**config.mk**
```make
export PLATFORM = sky130hd
export DESIGN_NAME = grad_cells_valve_seq
export DESIGN_NICKNAME = d
export VERILOG_FILES = /design/src/rtl/grad_cells_valve_seq.sv
export SDC_FILE = /design/constraint.sdc
export NUM_CORES = 1
export LEC_CHECK = 0
export CAP_MARGIN = 10
export CORE_MARGIN = 4
export CORE_UTILIZATION = 54
export DETAILED_ROUTE_END_ITERATION = 12
export GPL_TIMING_DRIVEN = 1
export PLACE_DENSITY_LB_ADDON = 0.15
export SKIP_LAST_GASP = 1
export SYNTH_ARGS = -nofsm -noshare
export SYNTH_HDL_FRONTEND = slang
export SYNTH_SLANG_ARGS = --single-unit
```
**constraint.sdc**
```tcl
create_clock -name clk -period 2.7 [get_ports clk]
set_input_delay 0.54 -clock clk [delete_from_list [all_inputs] [get_ports clk]]
set_output_delay 0.54 -clock clk [all_outputs]
set_load 0.02 [all_outputs]
```
**src/rtl/grad_cells_valve_seq.sv**
```systemverilog
// Settle/dwell/close sequencer that routes a binary-tree fluid MUX through every enabled outlet.
// Define GRADCELL_LOOP_EN to repeat sweeps until abort or reset instead of stopping after one.
module grad_cells_valve_seq #(
  parameter int N_CH    = 4,
  parameter int DWELL_W = 16,
  parameter int SETTLE  = 4,
  localparam int L      = $clog2(N_CH)
) (
  input  logic               clk,
  input  logic               rst,
  input  logic               start,
  input  logic               abort,
  input  logic [N_CH-1:0]    ch_mask,
  input  logic [DWELL_W-1:0] dwell_cycles,
  output logic [2*L-1:0]     ctrl,
  output logic [L-1:0]       ch_active,
  output logic               busy,
  output logic               done,
  output logic               aborted
);

  localparam int SW = $clog2(SETTLE + 1);
  localparam int CW = (DWELL_W > SW) ? DWELL_W : SW;
  localparam logic [CW-1:0] SETTLE_M1 = CW'(SETTLE - 1);

  typedef enum logic [2:0] {S_IDLE, S_OPEN, S_DWELL, S_CLOSE, S_ADV} state_t;

  state_t             state_q, state_d;
  logic [CW-1:0]      cnt_q, cnt_d;
  logic [N_CH-1:0]    mask_q, mask_d;
  logic [DWELL_W-1:0] dwell_q, dwell_d;
  logic [L-1:0]       ch_q, ch_d;
  logic [2*L-1:0]     ctrl_q, ctrl_d;
  logic               busy_q, busy_d;
  logic               done_q, done_d;
  logic               aborted_q, aborted_d;

  logic [N_CH-1:0]    above;
  logic [2*L-1:0]     route;

  function automatic logic [L-1:0] lowest_set(input logic [N_CH-1:0] m);
    lowest_set = '0;
    for (int i = N_CH - 1; i >= 0; i--) begin
      if (m[i]) lowest_set = L'(i);
    end
  endfunction

  // Enabled channels strictly after the one being served.
  genvar gi;
  generate
    for (gi = 0; gi < N_CH; gi++) begin : g_above
      assign above[gi] = mask_q[gi] && (L'(gi) > ch_q);
    end
    // The root level steers on the channel MSB; a 0 bit vents the left valve.
    for (gi = 0; gi < L; gi++) begin : g_route
      assign route[2*gi]   =  ch_d[L-1-gi];
      assign route[2*gi+1] = ~ch_d[L-1-gi];
    end
  endgenerate

  always_comb begin
    state_d   = state_q;
    cnt_d     = cnt_q;
    mask_d    = mask_q;
    dwell_d   = dwell_q;
    ch_d      = ch_q;
    done_d    = 1'b0;
    aborted_d = 1'b0;
    case (state_q)
      S_IDLE: begin
        if (start) begin
          mask_d  = ch_mask;
          dwell_d = (dwell_cycles == '0) ? '0 : dwell_cycles - 1'b1;
          if (ch_mask != '0) begin
            state_d = S_OPEN;
            ch_d    = lowest_set(ch_mask);
            cnt_d   = SETTLE_M1;
          end else begin
            done_d = 1'b1;
          end
        end
      end
      S_OPEN: begin
        if (cnt_q == '0) begin
          state_d = S_DWELL;
          cnt_d   = CW'(dwell_q);
        end else begin
          cnt_d = cnt_q - 1'b1;
        end
      end
      S_DWELL: begin
        if (cnt_q == '0) begin
          state_d = S_CLOSE;
          cnt_d   = SETTLE_M1;
        end else begin
          cnt_d = cnt_q - 1'b1;
        end
      end
      S_CLOSE: begin
        if (cnt_q == '0) state_d = S_ADV;
        else             cnt_d   = cnt_q - 1'b1;
      end
      S_ADV: begin
        if (above != '0) begin
          state_d = S_OPEN;
          ch_d    = lowest_set(above);
          cnt_d   = SETTLE_M1;
        end else begin
          done_d = 1'b1;
`ifdef GRADCELL_LOOP_EN
          state_d = S_OPEN;
          ch_d    = lowest_set(mask_q);
          cnt_d   = SETTLE_M1;
`else
          state_d = S_IDLE;
          ch_d    = '0;
`endif
        end
      end
      default: begin
        state_d = S_IDLE;
        ch_d    = '0;
      end
    endcase
    // Abort overrides whatever the sequencer decided this cycle.
    if (abort && state_q != S_IDLE) begin
      state_d   = S_IDLE;
      ch_d      = '0;
      done_d    = 1'b0;
      aborted_d = 1'b1;
    end
  end

  always_comb begin
    busy_d = (state_d != S_IDLE);
    ctrl_d = '1;
    if (state_d == S_OPEN || state_d == S_DWELL) ctrl_d = route;
  end

  always_ff @(posedge clk) begin
    if (rst) begin
      state_q   <= S_IDLE;
      cnt_q     <= '0;
      mask_q    <= '0;
      dwell_q   <= '0;
      ch_q      <= '0;
      ctrl_q    <= '1;
      busy_q    <= 1'b0;
      done_q    <= 1'b0;
      aborted_q <= 1'b0;
    end else begin
      state_q   <= state_d;
      cnt_q     <= cnt_d;
      mask_q    <= mask_d;
      dwell_q   <= dwell_d;
      ch_q      <= ch_d;
      ctrl_q    <= ctrl_d;
      busy_q    <= busy_d;
      done_q    <= done_d;
      aborted_q <= aborted_d;
    end
  end

  assign ctrl      = ctrl_q;
  assign ch_active = ch_q;
  assign busy      = busy_q;
  assign done      = done_q;
  assign aborted   = aborted_q;

endmodule

```
Word level (Yosys, flattened, before mapping)
Cells that the tools add are included.
{ "totals": {"ff_bits": 48, "inputBits": 24, "out_inout_bits": 9, "wordCells": 81} }
{ "op_classes": {"addsub": 2, "n_lt_le_gt_ge": 4, "n_eq_ne": 10, "muxes": 34, "bitwise": 3, "reduce_logical": 19} }
{ "ops": {"columns": ["operator", "n"], "rows": [
  ["$mux W16", 7],
  ["$pmux W16 S5", 1],
  ["$logic_not A16 Y1", 2],
  ["$sub A16 B1 Y16 const B", 2],
  ["$mux W2", 12],
  ["$mux W3", 6],
  ["$pmux W3 S5", 1],
  ["$eq A3 B2 Y1 const B", 3],
  ["$ne A2 B2 Y1 const B", 4],
  ["$reduce_bool A4 Y1", 2],
  ["$eq A3 B1 Y1 const B", 2],
  ["$pmux W2 S3", 1],
  ["$reduce_bool A3 Y1", 2],
  ["$logic_and A1 B1 Y1", 5],
  ["$mux W1", 5],
  ["$reduce_and A5 Y1", 1],
  ["$reduce_bool A5 Y1", 1],
  ["$gt A1 B2 Y1 const A", 2],
  ["$gt A2 B2 Y1 const A", 2],
  ["$reduce_or A2 Y1", 2],
  ["$eq A3 B3 Y1 const B", 1],
  ["$logic_not A3 Y1", 1],
  ["$not A1 Y1", 3],
  ["$reduce_or A3 Y1", 1],
  ["other kinds (3)", 3]
]} }

Longest topological paths before layout
Gate-level depths: netlist (run 1).
{ "depth": {"depth_word": 10, "mapped_depth": 9} }

Worst setup path after synthesis (run 1)
OpenSTA, ideal clock, no wires.
{ "synth_timing": {"path_kind": "register to register", "from": "reg cnt_q[3]", "to": "reg cnt_q[7]", "t_arrival_ps": 2307, "required_time_ps": 2578, "setup_slack_ps": 271, "path_stages_with_launch": 9, "period_less_slack_ps": 2429, "path_cell_list": "dfxtp_1 -> or4_1 -> buf_2 -> or4_4 -> buf_6 -> buf_6 -> o211ai_2 -> a21oi_1 -> a311o_1"} }
{ "synth_via": {"elab_chain_len": 3, "elab_cells_between_ends": 8, "classes_between": "add/sub (1); eq/ne (1); mux (4); reduce/logical (2)"} }
{ "synth_rtl": {"columns": ["item", "line_no", "text"], "rows": [
  ["from (decl)", "29", "logic [CW-1:0] cnt_q, cnt_d;"],
  ["from (signal assigned)", "153", "cnt_q <= cnt_d;"],
  ["$sub A16 B1 Y16 / $logic_not A16 Y1 (equally long branches)", null, null],
  ["$mux W16 (tied with other cells)", "100", "if (cnt_q == '0) state_d = S_ADV;"],
  ["$pmux W16 S5 / $reduce_and A5 Y1 (equally long branches)", null, null]
]} }
Parallel ways exist; a longest one is shown, timed or not. The select of a mux whose other input is x is not followed.
A chain may end at the register's enable or synchronous reset.

Worst setup path after layout (run 1)
{ "layout_timing": {"from": "reg cnt_q[0]", "to": "reg cnt_q[3]"} }
The elaborated chain is that of the path after synthesis.

==> metrics, run 1 <==
largest fanout on the critical path 16; fraction of synthesis flops using an asynchronous set or reset pin 0%; overall via count from detail_route 2838; category of the worst setup path launch point flip-flop; GR Overflow Total 0; vias in the first global route 2521; FF-to-FF Start cnt_q[0]$_SDFFE_PP0P_; critical register-to-register path endpoint cnt_q[3]$_SDFFE_PP0P_; portion of the clock cycle consumed by the worst path in the final layout 96.1%; share of post-route cells with drive strength above 1 9.82%; H-tree depth 2; Worst path max stage delay 0.67 ns; Cell variety after synth 62; per-instance average area after synthesis 7.91 µm²; clock network latency to the later pin of the worst-skew pair 0.31 ns; startpoint of the most critical hold path dwell_q[8]$_SDFFE_PP0P_; initial cell density of the core 57.0%; count of flip-flops with a built-in enable after synthesis 0; antenna violations before repair 0; Hold Slack 0.466 ns; post-synthesis cell area 0.00275 mm²; cell count after synthesis 347; top cell type's share of synthesized area 34.3%; top-count cell post-synth sky130_fd_sc_hd__dfxtp_1; sequential element share of the synthesized area 34.3%; Root Buffer sky130_fd_sc_hd__clkbuf_8; setup slack of the worst register-to-register path 0.11 ns; die span in x 79.3 µm; Period minus WS final 2.59 ns; vias per std cell 6.25; number of sinks driven by the clock tree 47; number of cells on the worst hold path 2; number of pins with negative max-slew slack in the final report 0; count of boundary I/O pins 33; Setup Total Neg Slack 0 ns; total length of routed wires 7500 µm; Site Rows 25; number of synthesized register bits 47; RD Place Congestion 0.993; crit path cell chain inv_1 -> ha_1 -> or3b_2 -> or4_4 -> o21ai_2 -> o31ai_1 -> a211o_1; number of setup buffers added after CTS 0; gr usage total 24.6%; number of gates given a new drive strength after cts 0; Setup WS post-layout 0.105 ns; RSZ-0062 raised after global routing false; static leakage 1.24 nW; clock transition at the register clock pins on the worst setup and hold paths after CTS 0.09 ns; routed length per placed instance 16.5 µm; Slew @ Worst Pin 0.756 ns; Finish-stage setup viols 0; number of buffers added on ports 32; maximum root-to-sink buffer count 2; Synthesized Nets 374; final hold violation count 0; cell type of the slowest stage on the worst timing path sky130_fd_sc_hd__or4_4; worst path arrival time 2.79 ns; worst hold path type flip-flop to flip-flop; core box area 0.00482 mm²; most area-consuming cells after synthesis sky130_fd_sc_hd__dfxtp_1 (34%), sky130_fd_sc_hd__o21ai_0 (5.1%), sky130_fd_sc_hd__nand2_1 (4.5%); minimum setup slack after placement 0.146 ns; required time of the worst setup path 2.90 ns; most used flip-flop cell after synthesis sky130_fd_sc_hd__dfxtp_1; timing-limited maximum frequency 385 MHz; run status completed; Area growth, synth to finish 20.3%; critical path type flip-flop to flip-flop; number of CTS-inserted buffers 5; endpoint type of the worst setup path flip-flop; R2R depth 7; antenna-violating nets left 0; Die Footprint 0.00629 mm²; number of remaining DRC errors 0; number of nets in the layout 413; largest net degree at the start of global routing 17; drt first-iter violations 375; Worst Clk Skew 0.00949 ns; hold-fix buffer count after cts 0; total half-perimeter wirelength after legalization and detailed placement 5610 µm; Max Cap Violations 0; die extent in y 79.3 µm; kind of cell adding the most delay to the critical path simple AND/OR/NAND/NOR gates; worst-case headroom to the max-slew limit 49.4%; cell taking the most area after synthesis sky130_fd_sc_hd__dfxtp_1; global-route wire length before repair 12200 µm; maximum vdd ir drop 0.496 mV; Critical path buffers and inverters 1; clock tree from TritonCTS done; list of most frequent post-synthesis cells sky130_fd_sc_hd__dfxtp_1 (47), sky130_fd_sc_hd__nand2_1 (33), sky130_fd_sc_hd__o21ai_0 (28); Core Util, Final 68.6%; TritonRoute pass-1 iters 5; diode insertion count for antenna repair 0; Endpoint, Worst Hold dwell_q[8]$_SDFFE_PP0P_; power density over cell area 1090 mW/mm²; number of warnings issued by yosys 0
[flip-flops by register name, summed over array words and instances (netlist names)]
name       cells
dwell_q       16
busy           1
ch_active      2
state_q        3
done           1
mask_q         3
cnt_q         16
ctrl           4
aborted        1
[layout by cell type (no fill, tap or decap), types with 3 or more instances in the layout]
| cell type | n |
|---|---|
| sky130_fd_sc_hd__a21oi_1 | 15 |
| sky130_fd_sc_hd__nand3b_1 | 3 |
| sky130_fd_sc_hd__nor4_1 | 10 |
| sky130_fd_sc_hd__o21ai_1 | 6 |
| sky130_fd_sc_hd__a31oi_1 | 4 |
| sky130_fd_sc_hd__buf_4 | 19 |
| sky130_fd_sc_hd__or3_1 | 7 |
| sky130_fd_sc_hd__clkdlybuf4s50_1 | 32 |
| sky130_fd_sc_hd__or4_1 | 9 |
| sky130_fd_sc_hd__and2_1 | 3 |
| sky130_fd_sc_hd__a221oi_1 | 3 |
| sky130_fd_sc_hd__and4_1 | 7 |
| sky130_fd_sc_hd__nor2_1 | 24 |
| sky130_fd_sc_hd__inv_1 | 12 |
| sky130_fd_sc_hd__dfxtp_1 | 47 |
| sky130_fd_sc_hd__xor2_1 | 8 |
| sky130_fd_sc_hd__nor3_1 | 17 |
| sky130_fd_sc_hd__nand2b_1 | 5 |
| sky130_fd_sc_hd__nor2b_1 | 6 |
| sky130_fd_sc_hd__o21ai_0 | 28 |
| sky130_fd_sc_hd__nand3_1 | 15 |
| sky130_fd_sc_hd__xnor2_1 | 5 |
| sky130_fd_sc_hd__nand2_1 | 33 |
| sky130_fd_sc_hd__ha_1 | 3 |
| sky130_fd_sc_hd__clkbuf_8 | 6 |
| sky130_fd_sc_hd__a211oi_1 | 4 |
[cells by family after synthesis]
family / after synthesis / share of synthesized area [%]
flip-flops: 47 / 34.3
buffers and inverters: 31 / 4.83
XOR/XNOR: 13 / 4.15
multiplexers: 2 / 0.729
adder cells (fa/ha/maj): 3 / 1.37
AO/OA/AOI/OAI: 95 / 23.2
AND/OR/NAND/NOR: 156 / 31.4
[tightest hold or removal path, cell delays in order, from the launching register on]
cell and delay (ns):
sky130_fd_sc_hd__dfxtp_1 0.34, sky130_fd_sc_hd__nand2_1 0.05, sky130_fd_sc_hd__o21ai_0 0.05
[final cells by class]
class | count | area [µm²]
inverters | 12 | 45.0
well taps | 67 | 83.8
flip-flops and latches | 47 | 941
fillers | 447 | 1510
clock buffers | 6 | 82.6
multi-input cells | 269 | 1670
clock inverters | 2 | 16.3
repair buffers | 51 | 463
[per-stage QoR]
step	area [µm²]	instances	power [mW]
global route	3300	454	3.83
detailed placement	3200	446	3.08
global placement	3200	446	3.05
finish	3300	454	3.60
floorplan	2750	347	2.50
CTS	3300	454	3.55
[where the power goes]
part | switching, mW | total (mW) | internal [mW]
sequential | 0.170 | 1.04 | 0.874
combinational | 1.28 | 2.10 | 0.812
clock | 0.250 | 0.459 | 0.209
[how the worst max path moves through the flow]
| stage | start | endpoint | cells past startpoint |
|---|---|---|---|
| after CTS | cnt_q[0]$_SDFFE_PP0P_ | cnt_q[3]$_SDFFE_PP0P_ | 7 |
| after global routing | cnt_q[0]$_SDFFE_PP0P_ | cnt_q[3]$_SDFFE_PP0P_ | 7 |
| after detailed placement | cnt_q[0]$_SDFFE_PP0P_ | cnt_q[3]$_SDFFE_PP0P_ | 7 |
| after global placement | dwell_cycles[4] | dwell_q[9]$_SDFFE_PP0P_ | 6 |
| after floorplan | cnt_q[3]$_SDFFE_PP0P_ | cnt_q[7]$_SDFFE_PP0P_ | 8 |
| final | cnt_q[0]$_SDFFE_PP0P_ | cnt_q[3]$_SDFFE_PP0P_ | 7 |
[routing by layer]
layer / global-route usage (%) / wire length, µm / vias to the layer above
li1: - / - / 1382
met1: 34.7 / 3390 / 1283
met2: 37.2 / 3310 / 152
met3: 4.20 / 650 / 21
met4: 9.45 / 147 / 0
met5: 0 / 0 / -
(Power assumes the default switching activity.)
==> run 2: changes to the inputs <==
--- a/config.mk
+++ b/config.mk
@@ -8,9 +8,11 @@
 export CAP_MARGIN = 10
 export CORE_MARGIN = 4
 export CORE_UTILIZATION = 54
+export CTS_CLUSTER_SIZE = 10
 export DETAILED_ROUTE_END_ITERATION = 12
-export GPL_TIMING_DRIVEN = 1
+export GPL_TIMING_DRIVEN = 0
 export PLACE_DENSITY_LB_ADDON = 0.15
+export SKIP_CTS_REPAIR_TIMING = 1
 export SKIP_LAST_GASP = 1
 export SYNTH_ARGS = -nofsm -noshare
 export SYNTH_HDL_FRONTEND = slang
==> run 2 against run 1 <==
Global-route usage fell by 0.58 points. Combinational power grew 6%. Maximum frequency increased by 0.66%. Sequential share of layout area up 0.19 points. Final cell count is 0.22% higher. Utilization fell by 0.36 points. Power increased by 2.6%. Die area is the same.
==> metrics, run 2 (synthesized netlist as in run 1, its figures left out) <==
cell type of the slowest stage on the worst timing path sky130_fd_sc_hd__or4_4; final hold violation count 0; timing-limited maximum frequency 388 MHz; number of cells after detailed placement 445; Die Footprint 0.00629 mm²; global-route wire length before repair 12000 µm; required time of the worst setup path 2.95 ns; antenna violations before repair 0; number of remaining DRC errors 0; drt first-iter violations 434; kind of cell adding the most delay to the critical path simple AND/OR/NAND/NOR gates; power density over cell area 1120 mW/mm²; number of buffers added on ports 31; Site Rows 25; die span in x 79.3 µm; number of nets in the layout 414; Worst path max stage delay 0.54 ns; overall via count from detail_route 2858; Slew @ Worst Pin 0.816 ns; count of fill cells added during filler insertion 460; worst-case headroom to the max-slew limit 45.4%; Finish-stage setup viols 0; Final Total Pwr 3.69 mW; category of the worst setup path launch point flip-flop; Area growth, synth to finish 19.7%; share of post-route cells with drive strength above 1 7.73%; worst hold path type flip-flop to flip-flop; gr usage total 24.0%; Core Util, Final 68.2%; multi-input gate area in the final layout 0.00170 mm²; die extent in y 79.3 µm; clock network latency to the later pin of the worst-skew pair 0.30 ns; portion of the clock cycle consumed by the worst path in the final layout 95.5%; endpoint type of the worst setup path flip-flop; clock tree from TritonCTS done; commonest non-fill, non-tap cells in the layout sky130_fd_sc_hd__dfxtp_1 (46), sky130_fd_sc_hd__nand2_1 (33), sky130_fd_sc_hd__clkdlybuf4s50_1 (31); Period minus WS final 2.58 ns; maximum root-to-sink buffer count 2; GR Overflow Total 0; maximum vdd ir drop 0.459 mV; worst path arrival time 2.82 ns; diode insertion count for antenna repair 0; number of sinks driven by the clock tree 47; static leakage 1.20 nW; RD Place Congestion 0.962; initial cell density of the core 57.0%; Worst Clk Skew 0.00590 ns; largest net degree at the start of global routing 15; routed length per placed instance 16.0 µm; vias per std cell 6.28; run status completed; most frequent standard cell in the layout excluding fill and tap cells sky130_fd_sc_hd__dfxtp_1; final standard cell count with taps included and fillers excluded 455; RSZ-0062 raised after global routing false; total length of routed wires 7280 µm; vias in the first global route 2515; largest fanout on the critical path 8; clock transition at the register clock pins on the worst setup and hold paths after CTS 0.08 ns; count of boundary I/O pins 33; antenna-violating nets left 0; register cell area after layout 942 µm²; critical path type flip-flop to flip-flop; Critical path buffers and inverters 2; Max Cap Violations 0; crit path cell chain or4_1 -> buf_2 -> or4_4 -> buf_6 -> o21a_1 -> nor3_1 -> a221o_1; number of CTS-inserted buffers 5; TritonRoute pass-1 iters 7; total half-perimeter wirelength after legalization and detailed placement 5380 µm; H-tree depth 2; Root Buffer sky130_fd_sc_hd__clkbuf_8; core box area 0.00482 mm²; number of pins with negative max-slew slack in the final report 0
[run 2: worst reg2reg max path: stages (launching register included)]
cell	delay, ns
sky130_fd_sc_hd__dfxtp_2	0.36
sky130_fd_sc_hd__or4_1	0.52
sky130_fd_sc_hd__buf_2	0.19
sky130_fd_sc_hd__or4_4	0.55
sky130_fd_sc_hd__buf_6	0.16
sky130_fd_sc_hd__o21a_1	0.21
sky130_fd_sc_hd__nor3_1	0.33
sky130_fd_sc_hd__a221o_1	0.22
[run 2: final cells by class]
type	count	area share, %
buffer	18	2.59
clock inverter	1	0.267
sequential	47	28.7
timing repair buffer	34	10.1
tap	67	2.55
inverter	12	1.37
clock buffer	7	2.63
multi-input combinational	269	51.8
[run 2: worst paths after layout]
kind	from	endpoint	slack, ns	depth (start not counted)
setup / recovery	cnt_q[3]$_SDFFE_PP0P_	cnt_q[13]$_SDFFE_PP0P_	0.12	7
hold / removal	dwell_q[6]$_SDFFE_PP0P_	dwell_q[6]$_SDFFE_PP0P_	0.47	2
setup reg to reg	cnt_q[3]$_SDFFE_PP0P_	cnt_q[13]$_SDFFE_PP0P_	0.12	7
hold reg to reg	dwell_q[6]$_SDFFE_PP0P_	dwell_q[6]$_SDFFE_PP0P_	0.47	2
[run 2: routing by layer]
layer / track usage (%) / up-vias / share of wire (%)
met2: 36.7 / 154 / 44
met3: 3.97 / 18 / 9.1
met4: 9.11 / 0 / 2.2
met5: 0 / - / 0
met1: 33.7 / 1304 / 44
li1: - / 1382 / -
[run 2: power by group]
| group | leakage, nW | internal, mW | switching (mW) |
|---|---|---|---|
| Sequential | 0.385 | 0.874 | 0.151 |
| Combinational | 0.770 | 0.895 | 1.33 |
| Clock | 0.0484 | 0.210 | 0.234 |
[run 2: stage by stage]
stage / setup slack [ns] / area [µm²] / hold WS (ns) / TNS (ns)
2_1_floorplan: 0.271 / 2750 / 0.416 / 0
3_3_place_gp: -0.390 / 3140 / 0.441 / -5.53
3_5_place_dp: -0.397 / 3140 / 0.453 / -5.68
4_1_cts: -0.0907 / 3230 / 0.475 / -0.356
5_1_grt: 0.00663 / 3290 / 0.500 / 0
6_report: 0.122 / 3290 / 0.467 / 0
==> run 3: changes to the inputs <==
--- a/config.mk
+++ b/config.mk
@@ -14,6 +14,8 @@
 export PLACE_DENSITY_LB_ADDON = 0.15
 export SKIP_CTS_REPAIR_TIMING = 1
 export SKIP_LAST_GASP = 1
+export SLEW_MARGIN = 25
 export SYNTH_ARGS = -nofsm -noshare
 export SYNTH_HDL_FRONTEND = slang
 export SYNTH_SLANG_ARGS = --single-unit
+export TNS_END_PERCENT = 50
==> run 3 against run 2 <==
Worst hold slack about the same. Sequential share of layout area about the same. Die area did not move. Utilization fell by 0.052 points. Critical path depth up 1. Count of clock-buffer cells in the layout did not move.
==> metrics, run 3 (synthesized netlist as in run 1, its figures left out) <==
run status completed; count of fill cells added during filler insertion 461; count of boundary I/O pins 33; core box area 0.00482 mm²; worst path arrival time 2.91 ns; clock network latency to the later pin of the worst-skew pair 0.30 ns; number of cells after detailed placement 445; Worst Clk Skew 0.00665 ns; Root Buffer sky130_fd_sc_hd__clkbuf_8; Switch Pwr 1.72 mW; wire length on met1 3270 µm; Final Instance Area 0.00328 mm²; endpoint type of the worst setup path flip-flop; H-tree depth 2; GR Overflow Total 0; setup slack of the worst register-to-register path 0.04 ns; power density over cell area 1120 mW/mm²; number of nets in the layout 414; cell area after placement 0.00314 mm²; number of sinks driven by the clock tree 47; worst hold path type flip-flop to flip-flop; static leakage 1.20 nW; RSZ-0062 raised after global routing true; number of remaining DRC errors 0; final hold violation count 0; maximum vdd ir drop 0.460 mV; overall via count from detail_route 2861; final standard cell count with taps included and fillers excluded 455; Worst path max stage delay 0.54 ns; number of CTS-inserted buffers 5; worst-case headroom to the max-slew limit 44.6%; Slew @ Worst Pin 0.828 ns; number of pins with negative max-slew slack in the final report 0; share of post-route cells with drive strength above 1 7.73%; vias per std cell 6.29; antenna violations before repair 0; clock transition at the register clock pins on the worst setup and hold paths after CTS 0.09 ns; part of the total power dissipated in the clock network 12.0%; critical path type flip-flop to flip-flop; clock tree from TritonCTS done; Area growth, synth to finish 19.6%; multi-input gate area in the final layout 0.00170 mm²; Final Total Pwr 3.69 mW; Hold Slack 0.467 ns; WL met2 3210 µm; maximum root-to-sink buffer count 2; Internal 1.97 mW; initial cell density of the core 57.0%; number of buffers added on ports 31; most frequent standard cell in the layout excluding fill and tap cells sky130_fd_sc_hd__dfxtp_1; register cell area after layout 942 µm²; Finish-stage setup viols 0; total length of routed wires 7300 µm; sequential share of power 27.7%; gr usage total 24.0%; vias in the first global route 2515; highest signal layer in the routed design met4; Die Footprint 0.00629 mm²; routed length per placed instance 16.0 µm; share of total power consumed by net switching 46.5%; Setup Total Neg Slack 0 ns; TritonRoute pass-1 iters 6; diode insertion count for antenna repair 0; required time of the worst setup path 2.94 ns; drt first-iter violations 408; RD Place Congestion 0.962; antenna-violating nets left 0; cell type of the slowest stage on the worst timing path sky130_fd_sc_hd__or4_4; met3 wire length 638 µm; die span in x 79.3 µm; largest net degree at the start of global routing 15; Site Rows 25; portion of the clock cycle consumed by the worst path in the final layout 98.6%; total half-perimeter wirelength after legalization and detailed placement 5380 µm; die extent in y 79.3 µm; commonest non-fill, non-tap cells in the layout sky130_fd_sc_hd__dfxtp_1 (46), sky130_fd_sc_hd__nand2_1 (33), sky130_fd_sc_hd__clkdlybuf4s50_1 (31); timing-limited maximum frequency 376 MHz; Max Cap Violations 0; crit path cell chain inv_1 -> ha_1 -> or3b_2 -> or4_4 -> buf_6 -> o21a_1 -> nor3_1 -> a221o_1; share of power burned in combinational logic 60.3%; Period minus WS final 2.66 ns; largest fanout on the critical path 7; category of the worst setup path launch point flip-flop; global-route wire length before repair 12000 µm
[run 3: cell counts in the layout (fill, tap and decap cells not counted)]
No cell type changed its count.
[run 3: metrics by stage]
stage | utilization (%) | setup slack, ns
floorplan | - | 0.271
global placement | 65.2 | -0.390
detailed placement | 65.2 | -0.397
CTS | 67.1 | -0.0907
global route | 68.2 | -0.0187
finish | 68.2 | 0.0384
[run 3: path summary, 6_finish.rpt]
kind / from / end / cells past startpoint
setup / recovery: cnt_q[0]$_SDFFE_PP0P_ / cnt_q[13]$_SDFFE_PP0P_ / 8
hold / removal: dwell_q[6]$_SDFFE_PP0P_ / dwell_q[6]$_SDFFE_PP0P_ / 2
setup reg to reg: cnt_q[0]$_SDFFE_PP0P_ / cnt_q[13]$_SDFFE_PP0P_ / 8
hold reg to reg: dwell_q[6]$_SDFFE_PP0P_ / dwell_q[6]$_SDFFE_PP0P_ / 2
[run 3: cell type report]
class                   instances  share of cell area, %
multi-input cells             269                   51.8
flip-flops and latches         47                   28.7
clock inverters                 1                  0.267
repair buffers                 34                   10.1
plain buffers                  18                   2.59
inverters                      12                   1.37
well taps                      67                   2.55
clock buffers                   7                   2.63
[run 3: power by group through the flow]
stage                     clock (mW)  sequential (mW)  combinational [mW]
after global placement             0             1.02                2.01
after global routing           0.482             1.05                2.42
final                          0.442             1.02                2.22
after CTS                      0.455             1.02                2.04
after detailed placement           0             1.03                2.02
after floorplan                    0             1.03                1.47
[run 3: critical path, delay by kind of cell, from the launching register on]
kind | cells | cell delay [ns]
flops | 1 | 0.33
buf+inv | 2 | 0.27
fa+ha+maj | 1 | 0.17
compound gates | 2 | 0.43
simple gates | 3 | 1.40
[run 3: routing by layer]
metal	GRT usage, %	vias to the layer above
met5	0	-
met4	9.11	0
met3	3.97	21
met2	36.7	146
met1	33.7	1312
li1	-	1382
